$ cat config.mk
export PLATFORM = sky130hd
export DESIGN_NAME = read_address_sequencer_flat
export DESIGN_NICKNAME = d
export VERILOG_FILES = /design/src/rtl/read_address_sequencer_if.sv /design/src/rtl/read_address_sequencer.sv /design/src/flat_wrapper.sv
export SDC_FILE = /design/constraint.sdc
export NUM_CORES = 1
export LEC_CHECK = 0
export BUFFER_PORTS_ARGS = -buffer_cell sky130_fd_sc_hd__buf_2
export CORE_MARGIN = 10
export CORE_UTILIZATION = 40
export CTS_CLUSTER_DIAMETER = 200
export DETAILED_ROUTE_END_ITERATION = 10
export HOLD_SLACK_MARGIN = 0.03
export PLACE_DENSITY_LB_ADDON = 0.25
export REMOVE_ABC_BUFFERS = 1
export SYNTH_ARGS = -nofsm -noshare
export SYNTH_HDL_FRONTEND = slang
export SYNTH_SLANG_ARGS = --single-unit
$ cat constraint.sdc
create_clock -name clk -period 2.85 [get_ports clk]
set_clock_uncertainty 0.05 [all_clocks]
set_input_delay 0.1425 -clock clk [delete_from_list [all_inputs] [get_ports clk]]
set_output_delay 0.1425 -clock clk [all_outputs]
set_load 0.05 [all_outputs]
$ cat src/rtl/read_address_sequencer_if.sv
// rtl/read_address_sequencer_if.sv - register-file read port and output beat stream of read_address_sequencer
// OutLast exists only when READ_LAST_EN is defined.
interface read_address_sequencer_if #(
    parameter int ADDRESS   = 4,
    parameter int DATAWIDTH = 8
);
    logic                 Start;
    logic [ADDRESS-1:0]   ReadReg;
    logic [DATAWIDTH-1:0] RdData;
    logic [DATAWIDTH-1:0] DataOut;
    logic                 OutValid;
    logic                 OutReady;
    logic                 Busy;
    logic                 Done;
`ifdef READ_LAST_EN
    logic                 OutLast;

    modport master (
        input  Start, RdData, OutReady,
        output ReadReg, DataOut, OutValid, Busy, Done, OutLast
    );
    modport slave (
        output Start, RdData, OutReady,
        input  ReadReg, DataOut, OutValid, Busy, Done, OutLast
    );
`else
    modport master (
        input  Start, RdData, OutReady,
        output ReadReg, DataOut, OutValid, Busy, Done
    );
    modport slave (
        output Start, RdData, OutReady,
        input  ReadReg, DataOut, OutValid, Busy, Done
    );
`endif
endinterface

$ cat src/rtl/read_address_sequencer.sv
// rtl/read_address_sequencer.sv - reads DATANUM register-file entries in order and streams them over valid/ready
// Optional READ_LAST_EN adds OutLast, marking the final beat of a burst.
module read_address_sequencer #(
    parameter int ADDRESS   = 4,
    parameter int DATAWIDTH = 8,
    parameter int DATANUM   = 15
) (
    input  logic                     clk,
    input  logic                     rst_n,
    read_address_sequencer_if.master bus
);
    localparam int                 CW        = $clog2(DATANUM + 1);
    localparam logic [CW-1:0]      NUM       = CW'(DATANUM);
    localparam logic [ADDRESS-1:0] LAST_ADDR = ADDRESS'(DATANUM - 1);

    typedef enum logic [1:0] {
        IDLE   = 2'd0,
        STREAM = 2'd1,
        DONE   = 2'd2
    } state_t;

    state_t               state_q, state_d;
    logic [ADDRESS-1:0]   addr_q, addr_d;
    logic [DATAWIDTH-1:0] data_q, data_d;
    logic                 valid_q, valid_d;
    logic [CW-1:0]        issued_q, issued_d;
    logic [CW-1:0]        accepted_q, accepted_d;
    logic                 load;
    logic                 accept;
`ifdef READ_LAST_EN
    logic                 last_q, last_d;
`endif

    always_ff @(posedge clk or negedge rst_n) begin
        if (!rst_n) begin
            state_q    <= IDLE;
            addr_q     <= '0;
            data_q     <= '0;
            valid_q    <= 1'b0;
            issued_q   <= '0;
            accepted_q <= '0;
`ifdef READ_LAST_EN
            last_q     <= 1'b0;
`endif
        end else begin
            state_q    <= state_d;
            addr_q     <= addr_d;
            data_q     <= data_d;
            valid_q    <= valid_d;
            issued_q   <= issued_d;
            accepted_q <= accepted_d;
`ifdef READ_LAST_EN
            last_q     <= last_d;
`endif
        end
    end

    always_comb begin
        state_d    = state_q;
        addr_d     = addr_q;
        data_d     = data_q;
        valid_d    = valid_q;
        issued_d   = issued_q;
        accepted_d = accepted_q;
        load       = 1'b0;
        accept     = 1'b0;
`ifdef READ_LAST_EN
        last_d     = last_q;
`endif
        case (state_q)
            IDLE: begin
                addr_d     = '0;
                issued_d   = '0;
                accepted_d = '0;
                if (bus.Start) begin
                    state_d = STREAM;
                end
            end
            STREAM: begin
                // The output register refills whenever it is empty or being drained this edge.
                load   = (!valid_q || bus.OutReady) && (issued_q < NUM);
                accept = valid_q && bus.OutReady;
                if (load) begin
                    data_d   = bus.RdData;
                    valid_d  = 1'b1;
                    issued_d = issued_q + 1'b1;
                    addr_d   = (addr_q == LAST_ADDR) ? '0 : addr_q + 1'b1;
`ifdef READ_LAST_EN
                    last_d   = (issued_q == NUM - 1'b1);
`endif
                end else if (accept) begin
                    valid_d = 1'b0;
`ifdef READ_LAST_EN
                    last_d  = 1'b0;
`endif
                end
                if (accept) begin
                    accepted_d = accepted_q + 1'b1;
                    if (accepted_q == NUM - 1'b1) begin
                        state_d = DONE;
                    end
                end
            end
            DONE: begin
                state_d = IDLE;
            end
            default: begin
                state_d = IDLE;
            end
        endcase
    end

    assign bus.ReadReg  = addr_q;
    assign bus.DataOut  = data_q;
    assign bus.OutValid = valid_q;
    assign bus.Busy     = (state_q == STREAM);
    assign bus.Done     = (state_q == DONE);
`ifdef READ_LAST_EN
    assign bus.OutLast  = last_q;
`endif

endmodule

$ cat src/flat_wrapper.sv
// flat-port wrapper written by rule: the top's interface ports become plain ports
module read_address_sequencer_flat 
#(
    parameter int ADDRESS   = 4,
    parameter int DATAWIDTH = 8,
    parameter int DATANUM   = 15
)
  (clk, rst_n, bus_Start, bus_RdData, bus_OutReady, bus_ReadReg, bus_DataOut, bus_OutValid, bus_Busy, bus_Done);
  read_address_sequencer_if #(.ADDRESS(ADDRESS), .DATAWIDTH(DATAWIDTH)) bus_i ();
  input  logic clk;
  input  logic rst_n;
  input wire logic [$bits(bus_i.Start)-1:0] bus_Start;
  input wire logic [$bits(bus_i.RdData)-1:0] bus_RdData;
  input wire logic [$bits(bus_i.OutReady)-1:0] bus_OutReady;
  output wire logic [$bits(bus_i.ReadReg)-1:0] bus_ReadReg;
  output wire logic [$bits(bus_i.DataOut)-1:0] bus_DataOut;
  output wire logic [$bits(bus_i.OutValid)-1:0] bus_OutValid;
  output wire logic [$bits(bus_i.Busy)-1:0] bus_Busy;
  output wire logic [$bits(bus_i.Done)-1:0] bus_Done;
  assign bus_i.Start = bus_Start;
  assign bus_i.RdData = bus_RdData;
  assign bus_i.OutReady = bus_OutReady;
  assign bus_ReadReg = bus_i.ReadReg;
  assign bus_DataOut = bus_i.DataOut;
  assign bus_OutValid = bus_i.OutValid;
  assign bus_Busy = bus_i.Busy;
  assign bus_Done = bus_i.Done;
  read_address_sequencer #(.ADDRESS(ADDRESS), .DATAWIDTH(DATAWIDTH), .DATANUM(DATANUM)) u_core (.clk(clk), .rst_n(rst_n), .bus(bus_i));
endmodule
# Yosys cells after proc, flatten, opt, wreduce, memory -nomap -nowiden
# Index checks and enable logic that the tools add are counted.
# op_classes
add_sub_neg	3
n_mul	0
n_div	0
magnitude_cmp	1
n_eq_ne	8
n_shift	0
mux	13
bitwise_logic	0
reduce_logical	12
# op_table
operator	count
4-bit case mux with 2 select lines	3
4-bit two-way mux	4
4-bit by 1-bit adder with 4-bit output, second input constant	3
4-bit equality test, second input constant	2
2-bit AND reduction	4
2-bit two-way mux	3
2-bit by 1-bit inequality test with 1-bit output, second input constant	3
4-bit < comparator, second input constant	1
2-bit case mux with 2 select lines	1
2-bit nonzero test	2
3-bit AND reduction	1
2-bit by 1-bit equality test with 1-bit output, second input constant	1
2-bit equality test, second input constant	1
1-bit logical AND	2
2-bit zero test	1
1-bit two-way mux	2
2-bit inequality test, second input constant	1
1-bit zero test	1
1-bit logical OR	1
# totals
reg_bits	23
latch_bits	0
mem_bits_rw	0
mem_bits_ro	0
input_bits	12
output_inout_bits	15
word_cells	43
n_memories	0

# Longest topological paths before layout
# Gate-level depths: netlist (run 1).
# depth
word_depth	5
depth_mapped	7
depth_no_buf	5

# Worst setup path after synthesis (run 1)
# No wires, ideal clock.
# synth_timing
kind	reg-to-reg
start	register u_core.valid_q (netlist: u_core.bus.OutValid)
end	register u_core.data_q[1] (netlist: u_core.bus.DataOut[1])
setup_time_ns	0.125
arrival_time_ns	1.538
required_time_ns	2.675
slack_ns	1.137
path_stages_with_launch	5
n_path_buf	1
synth_period_minus_slack_ns	1.713
cell_sequence	dfrtp_1 nand2b_1 nand3_4 buf_6 mux2_4
# synth_between
elab_chain_len	4
# synth_lines
item	line_no	source
from (decl)	read_address_sequencer.sv:25	logic valid_q, valid_d;
from (signal assigned)	read_address_sequencer.sv:49	valid_q <= valid_d;
1-bit zero test	read_address_sequencer.sv:81	load = (!valid_q || bus.OutReady) && (issued_q < NUM);
1-bit logical OR	read_address_sequencer.sv:81	
1-bit logical AND	read_address_sequencer.sv:81	
2-bit AND reduction (no source line)	n/a	
to (signal assigned)	read_address_sequencer.sv:48	data_q <= data_d;
to (decl)	read_address_sequencer.sv:24	logic [DATAWIDTH-1:0] data_q, data_d;
# Every way passes these cells.
# A chain may end at the register's enable or synchronous reset.

# Final worst setup path (run 1)
# layout_timing
start	register u_core.issued_q[0]
end	register u_core.data_q[0] (netlist: u_core.bus.DataOut[0])
# layout_between
elab_chain_len	3
# layout_lines
item	line_no	source
from (decl)	read_address_sequencer.sv:26	logic [CW-1:0] issued_q, issued_d;
from (signal assigned)	read_address_sequencer.sv:50	issued_q <= issued_d;
4-bit < comparator	read_address_sequencer.sv:81	
1-bit logical AND	read_address_sequencer.sv:81	
2-bit AND reduction (no source line)	n/a	
# Every way passes these cells.

==> impl_metrics.yaml, run 1 <==
run_status:
  outcome: "completed"
grt:
  grtUsageMet3: 0.0247
  grtUsageMet1: 0.112
  grt_max_degree: 24
  top_usage_layer: "met2"
  grt_first_pass_wirelength_um: 4180
  grtUsageTotal: 0.0924
  overflow: 0
  grtUsageMet2: 0.154
  grt_pass1_vias: 923
  grt_antenna_before_repair: 0
yosys:
  syn_area_um2: 1250
  ys.flop_type: "dfrtp_1"
  yosysSeqAreaShare: 0.461
  synthCells: 108
  synthDistinctLibCells: 37
  async_reset_ff_frac: 1.00
  synth.ff_latch_count: 23
  yosys_warnings: 0
  synth_edf_count: 0
  syn_area_per_cell_um2: 11.6
sta:
  period_needed_ps: 1710
  max_clock_freq_ghz: 0.586
  slew_headroom: 0.664
  finalCritPeriodShare: 0.599
  rsz0062_at_grt: "false"
  setup_tns_ps: 0
  setup_violations: 0
  finalMaxSlewViolations: 0
  tightest_slew_ps: 504
  hold_viol: 0
pwr:
  combPwrFrac: 0.545
  report.power.total_mw: 1.69
  intPower_mw: 0.863
  powerDensity_nw_per_um2: 1110
  p_switching_mw: 0.826
  p_seq_frac: 0.363
  switching_share: 0.489
  ir_worst_vdd_uv: 310
  clkPwrFrac: 0.092
  power_leakage_nw: 0.717
clocking:
  ctsResizeCount: 0
  insertion_delay_ps: 320
  cts_buffers: 3
  htree_num_levels: 1
  clkTransAtPathRegs_ps: 130
  clockBufferDepth: 2
  postCtsSetupRepairBufs: 0
  cts_root_buf: "clkbuf_4"
  clkSinkCount: 23
  cts_tree: "built"
detailed_routing:
  ant_nets: 0
  num_vias: 959
  remaining_drc_errors: 0
  wirelength_um: 2550
  wl_per_cell_um: 13.6
  vias_per_cell: 5.13
  drt_pass1_iterations: 4
  dr.first_iter.drc_count: 37
worst_setup_path:
  cp.required_ps: 3020
  critPathSlowestCell: "dfrtp_1"
  crit_buf_inv: 0
  r2r_setup_slack_ps: 1140
  rr_worst_depth: 4
  end_kind: "register"
  path_class: "reg -> reg"
  setup.worst_path.start_class: "register"
  r2r-start: "u_core.issued_q[0]$_DFFE_PN0P_"
  critPathTopFamily: "simple AND/OR/NAND/NOR gates"
  r2r_end: "u_core.bus.DataOut[0]$_DFFE_PN0P_"
  arrival_ps: 1880
  cp_max_fo: 11
  worst-path-stages: 4
  path_cells: "ha_1 > nand3_1 > nand3_4 > mux2_2"
  slowest_delay_ps: 430
worst_hold_path:
  min_path_type: "in -> reg"
  min_path_cells: 3
  whs_endpoint: "u_core.bus.OutValid$_DFFE_PN0P_"
  hp-start: "bus_OutReady"
run:
  cap_violations: 0
place:
  port_buffers: 26
  place_congestion: 0.839
  place_hpwl_um: 1820
floorplan:
  ios: 27
  row_count: 20
  chipWidth_um: 75.8
  initial_core_util: 0.412
  dieArea_um2: 5750
  core_um2: 3030
  die_h_um: 75.8
finish:
  drive_gt1_frac: 0.294
  n_antenna_cell: 0
  flow.area_growth_from_synthesis_pct: 21.6
  final_common_cell: "buf_2"
  nets: 161
  most-common-layout-cells: "buf_2, dfrtp_1, dlygate4sd3_1, nand3_1, mux2_4"
Yosys cell counts (all sizes together), types with 2 or more instances:
cell / count / area (um^2)
o311ai: 3 / 26.3
nand2b: 5 / 38.8
nand4: 3 / 18.8
nor2b: 3 / 18.8
or4: 2 / 15.0
dfrtp: 23 / 576
a22o: 3 / 26.3
mux2i: 4 / 40.0
nor2: 3 / 11.3
nand2: 6 / 22.5
o31ai: 2 / 15.0
o211ai: 2 / 15.0
nand3: 9 / 57.6
buf: 4 / 38.8
ha: 5 / 62.6
inv: 4 / 15.0
a21oi: 3 / 15.0
mux2: 9 / 128
power groups by stage:
stage | Sequential [mW] | Clock [mW] | Combinational, mW
final | 0.613 | 0.155 | 0.921
after global routing | 0.641 | 0.172 | 1.00
after CTS | 0.613 | 0.162 | 0.936
after detailed placement | 0.618 | 0 | 0.926
after global placement | 0.613 | 0 | 0.911
after floorplan | 0.881 | 0 | 0.449
layer usage:
metal,vias to the layer above,share of wire,routed length [um]
met2,22,0.47,1200
met4,0,0.011,29
li1,471,-,-
met1,462,0.45,1160
met3,4,0.063,161
met5,-,0,0
per-stage QoR:
step	area, um^2	worst slack [ps]	hold WS, ps	std cells	utilization
finish	1520	1140	106	187	0.501
global route	1520	1020	120	187	0.501
global placement	1390	1220	94.6	173	0.459
floorplan	1200	1150	-203	103	-
detailed placement	1390	1150	98.3	173	0.459
CTS	1520	1140	108	187	0.501
sequential cells by signal (all words and copies together) (netlist names):
signal	cells
u_core.state_q	2
u_core.issued_q	4
u_core.bus.OutValid	1
u_core.bus.DataOut	8
u_core.accepted_q	4
u_core.bus.ReadReg	4
worst reg2reg max path: cells and delay by family (launching register included):
family / cells / cell delay (ps)
muxes: 1 / 370
DFF: 1 / 430
adders and majority gates: 1 / 260
and+or+nand+nor: 2 / 500
cell type report:
cell class              instances  area [um^2]
flip-flops and latches         23          576
multi-input cells              75          606
repair buffers                 36          230
fillers                       276         1510
inverters                       5         23.8
well taps                      44         55.1
clock buffers                   4         26.3
how the worst max path moves through the flow:
stage,endpoint,startpoint,slack [ps]
3_3_place_gp,u_core.bus.DataOut[0]$_DFFE_PN0P_,u_core.issued_q[0]$_DFFE_PN0P_,1220
3_5_place_dp,u_core.bus.DataOut[0]$_DFFE_PN0P_,u_core.issued_q[0]$_DFFE_PN0P_,1150
6_report,u_core.bus.DataOut[0]$_DFFE_PN0P_,u_core.issued_q[0]$_DFFE_PN0P_,1140
2_1_floorplan,u_core.bus.DataOut[0]$_DFFE_PN0P_,u_core.bus.OutValid$_DFFE_PN0P_,1150
4_1_cts,u_core.bus.DataOut[0]$_DFFE_PN0P_,u_core.issued_q[0]$_DFFE_PN0P_,1140
5_1_grt,u_core.bus.DataOut[0]$_DFFE_PN0P_,u_core.issued_q[0]$_DFFE_PN0P_,1020
cells by family after synthesis:
family | after synthesis | share of synthesized area
AO/OA/AOI/OAI | 19 | 0.116
adder cells (fa/ha/maj) | 5 | 0.0502
buffers and inverters | 10 | 0.0531
flip-flops | 23 | 0.461
multiplexers | 13 | 0.134
AND/OR/NAND/NOR | 38 | 0.185
repair_timing:
| item | CTS | global route |
|---|---|---|
| endpoints found under the hold margin | 32 | 0 |
| hold buffers | 10 | 0 |
| setup endpoints to repair | 0 | 0 |
No activity file was read; power rests on OpenSTA's default activity.
==> inputs of run 2 (changes only) <==
==> constraint.sdc (replaced) <==
create_clock -name clk -period 1.45 [get_ports clk]
set_clock_uncertainty 0.05 [all_clocks]
set_input_delay 0.0725 -clock clk [delete_from_list [all_inputs] [get_ports clk]]
set_output_delay 0.0725 -clock clk [all_outputs]
set_load 0.05 [all_outputs]
==> run 2 against run 1 <==
  * Via count is 3.8% higher
  * Sequential share of layout area is 3.4 points lower
  * Setup slack worse by 1100 ps
  * Non-clock buffer count is 14 higher
  * Total power is 110% higher
  * Utilization is 5.1 points higher
  * Critical path depth stayed put
  * Clock-buffer cell count stayed put
  * Register-to-register slack worse by 1100 ps
  * Critical path type unchanged
  * Critical endpoint unchanged
  * Design area is 10% higher
  * Largest cell class unchanged
  * Sequential power is 91% higher
==> impl_metrics.yaml, run 2 (synthesis gave the netlist of run 1 again) <==
run_status:
  outcome: "completed"
sta:
  setup_violations: 0
  tightest_slew_ps: 530
  slew_headroom: 0.647
  rsz0062_at_grt: "true"
  finalMaxSlewViolations: 0
  hold_ws_ps: 57.2
  max_clock_freq_ghz: 0.727
  hold_viol: 0
  period_needed_ps: 1380
  finalCritPeriodShare: 0.948
finish:
  final_common_cell: "buf_2"
  drive_gt1_frac: 0.382
  n_antenna_cell: 0
  fillers: 277
  largest_register_ffs: 8
  most-common-layout-cells: "buf_2, dfrtp_1, buf_4, dlygate4sd3_1"
  final_util: 0.552
  finalNonFillerCells: 201
  flow.area_growth_from_synthesis_pct: 34.0
  nets: 175
clocking:
  insertion_delay_ps: 300
  clockBufferDepth: 2
  cts_buffers: 3
  clkSinkCount: 23
  clkTransAtPathRegs_ps: 120
  cts_root_buf: "clkbuf_4"
  htree_num_levels: 1
  cts_tree: "built"
worst_setup_path:
  setup.worst_path.start_class: "register"
  end_kind: "register"
  path_class: "reg -> reg"
  cp_max_fo: 9
  arrival_ps: 1520
  cp.required_ps: 1600
pwr:
  power_leakage_nw: 0.797
  powerDensity_nw_per_um2: 2150
  report.power.total_mw: 3.59
  ir_worst_vdd_uv: 602
detailed_routing:
  num_vias: 995
  drt_pass1_iterations: 4
  remaining_drc_errors: 0
  wl_per_cell_um: 13.7
  ant_nets: 0
  dr.first_iter.drc_count: 38
  vias_per_cell: 4.95
  wirelength_um: 2760
place:
  place_congestion: 0.782
  port_buffers: 26
  place_hpwl_um: 1980
  place_inst: 184
grt:
  grt_max_degree: 24
  grtUsageTotal: 0.105
  grt_antenna_before_repair: 0
  grt_pass1_vias: 977
  overflow: 0
  grt_first_pass_wirelength_um: 4660
floorplan:
  dieArea_um2: 5750
  core_um2: 3030
  initial_core_util: 0.412
  die_h_um: 75.8
  ios: 27
  row_count: 20
  chipWidth_um: 75.8
worst_hold_path:
  min_path_type: "in -> reg"
run:
  cap_violations: 0
[run 2: cell count changes in the layout (fill, tap and decap cells not counted), sizes merged]
cell  change
buf      +14
[run 2: power by group]
group          switching, mW  internal (mW)
Combinational           1.26          0.874
Sequential             0.245          0.924
Clock                  0.183          0.107
[run 2: worst max-delay path, cell delays in order, from the launching register on]
cell and delay, ps:
dfrtp_1 380, ha_2 200, nand3_2 90, nand3_4 190, mux2_2 360
[run 2: area by class of cell]
type	instances	area, um^2	share of cell area
clock buffer	4	26.3	0.0157
inverter	5	23.8	0.0142
sequential	23	577	0.345
tap	44	55.1	0.0329
timing repair buffer	50	372	0.222
multi-input combinational	75	618	0.370
[run 2: final timing paths]
check / from / to / slack (ps) / cells after the start
setup / recovery: u_core.issued_q[0]$_DFFE_PN0P_ / u_core.bus.DataOut[0]$_DFFE_PN0P_ / 70 / 4
hold / removal: bus_OutReady / u_core.bus.OutValid$_DFFE_PN0P_ / 60 / 3
setup reg to reg: u_core.issued_q[0]$_DFFE_PN0P_ / u_core.bus.DataOut[0]$_DFFE_PN0P_ / 70 / 4
hold reg to reg: u_core.bus.DataOut[3]$_DFFE_PN0P_ / u_core.bus.DataOut[3]$_DFFE_PN0P_ / 470 / 1
max in group asynchronous: rst_n / u_core.bus.OutValid$_DFFE_PN0P_ / 750 / 2
min in group asynchronous: rst_n / u_core.issued_q[3]$_DFFE_PN0P_ / 220 / 2
[run 2: what timing repair did]
action,in CTS,in global routing
endpoints found under the hold margin,32,0
endpoints found under the setup margin,10,9
gates resized for setup,6,9
setup buffers,0,3
hold buffers,10,0
[run 2: per-layer routing]
metal	routed length, um	global-route usage	share of wire
met1	1260	0.135	0.46
met2	1260	0.160	0.46
met3	214	0.0286	0.078
met4	24	0.0433	0.0087
met5	0	0	0
[run 2: per-stage QoR]
step | TNS [ps] | setup WS [ps] | instance area (um^2)
3_5_place_dp | -1.47 | -1.47 | 1470
6_report | 0 | 74.8 | 1670
4_1_cts | 0 | 12.8 | 1620
2_1_floorplan | -2230 | -250 | 1200
5_1_grt | -36.3 | -23.2 | 1670
3_3_place_gp | 0 | 28.9 | 1470
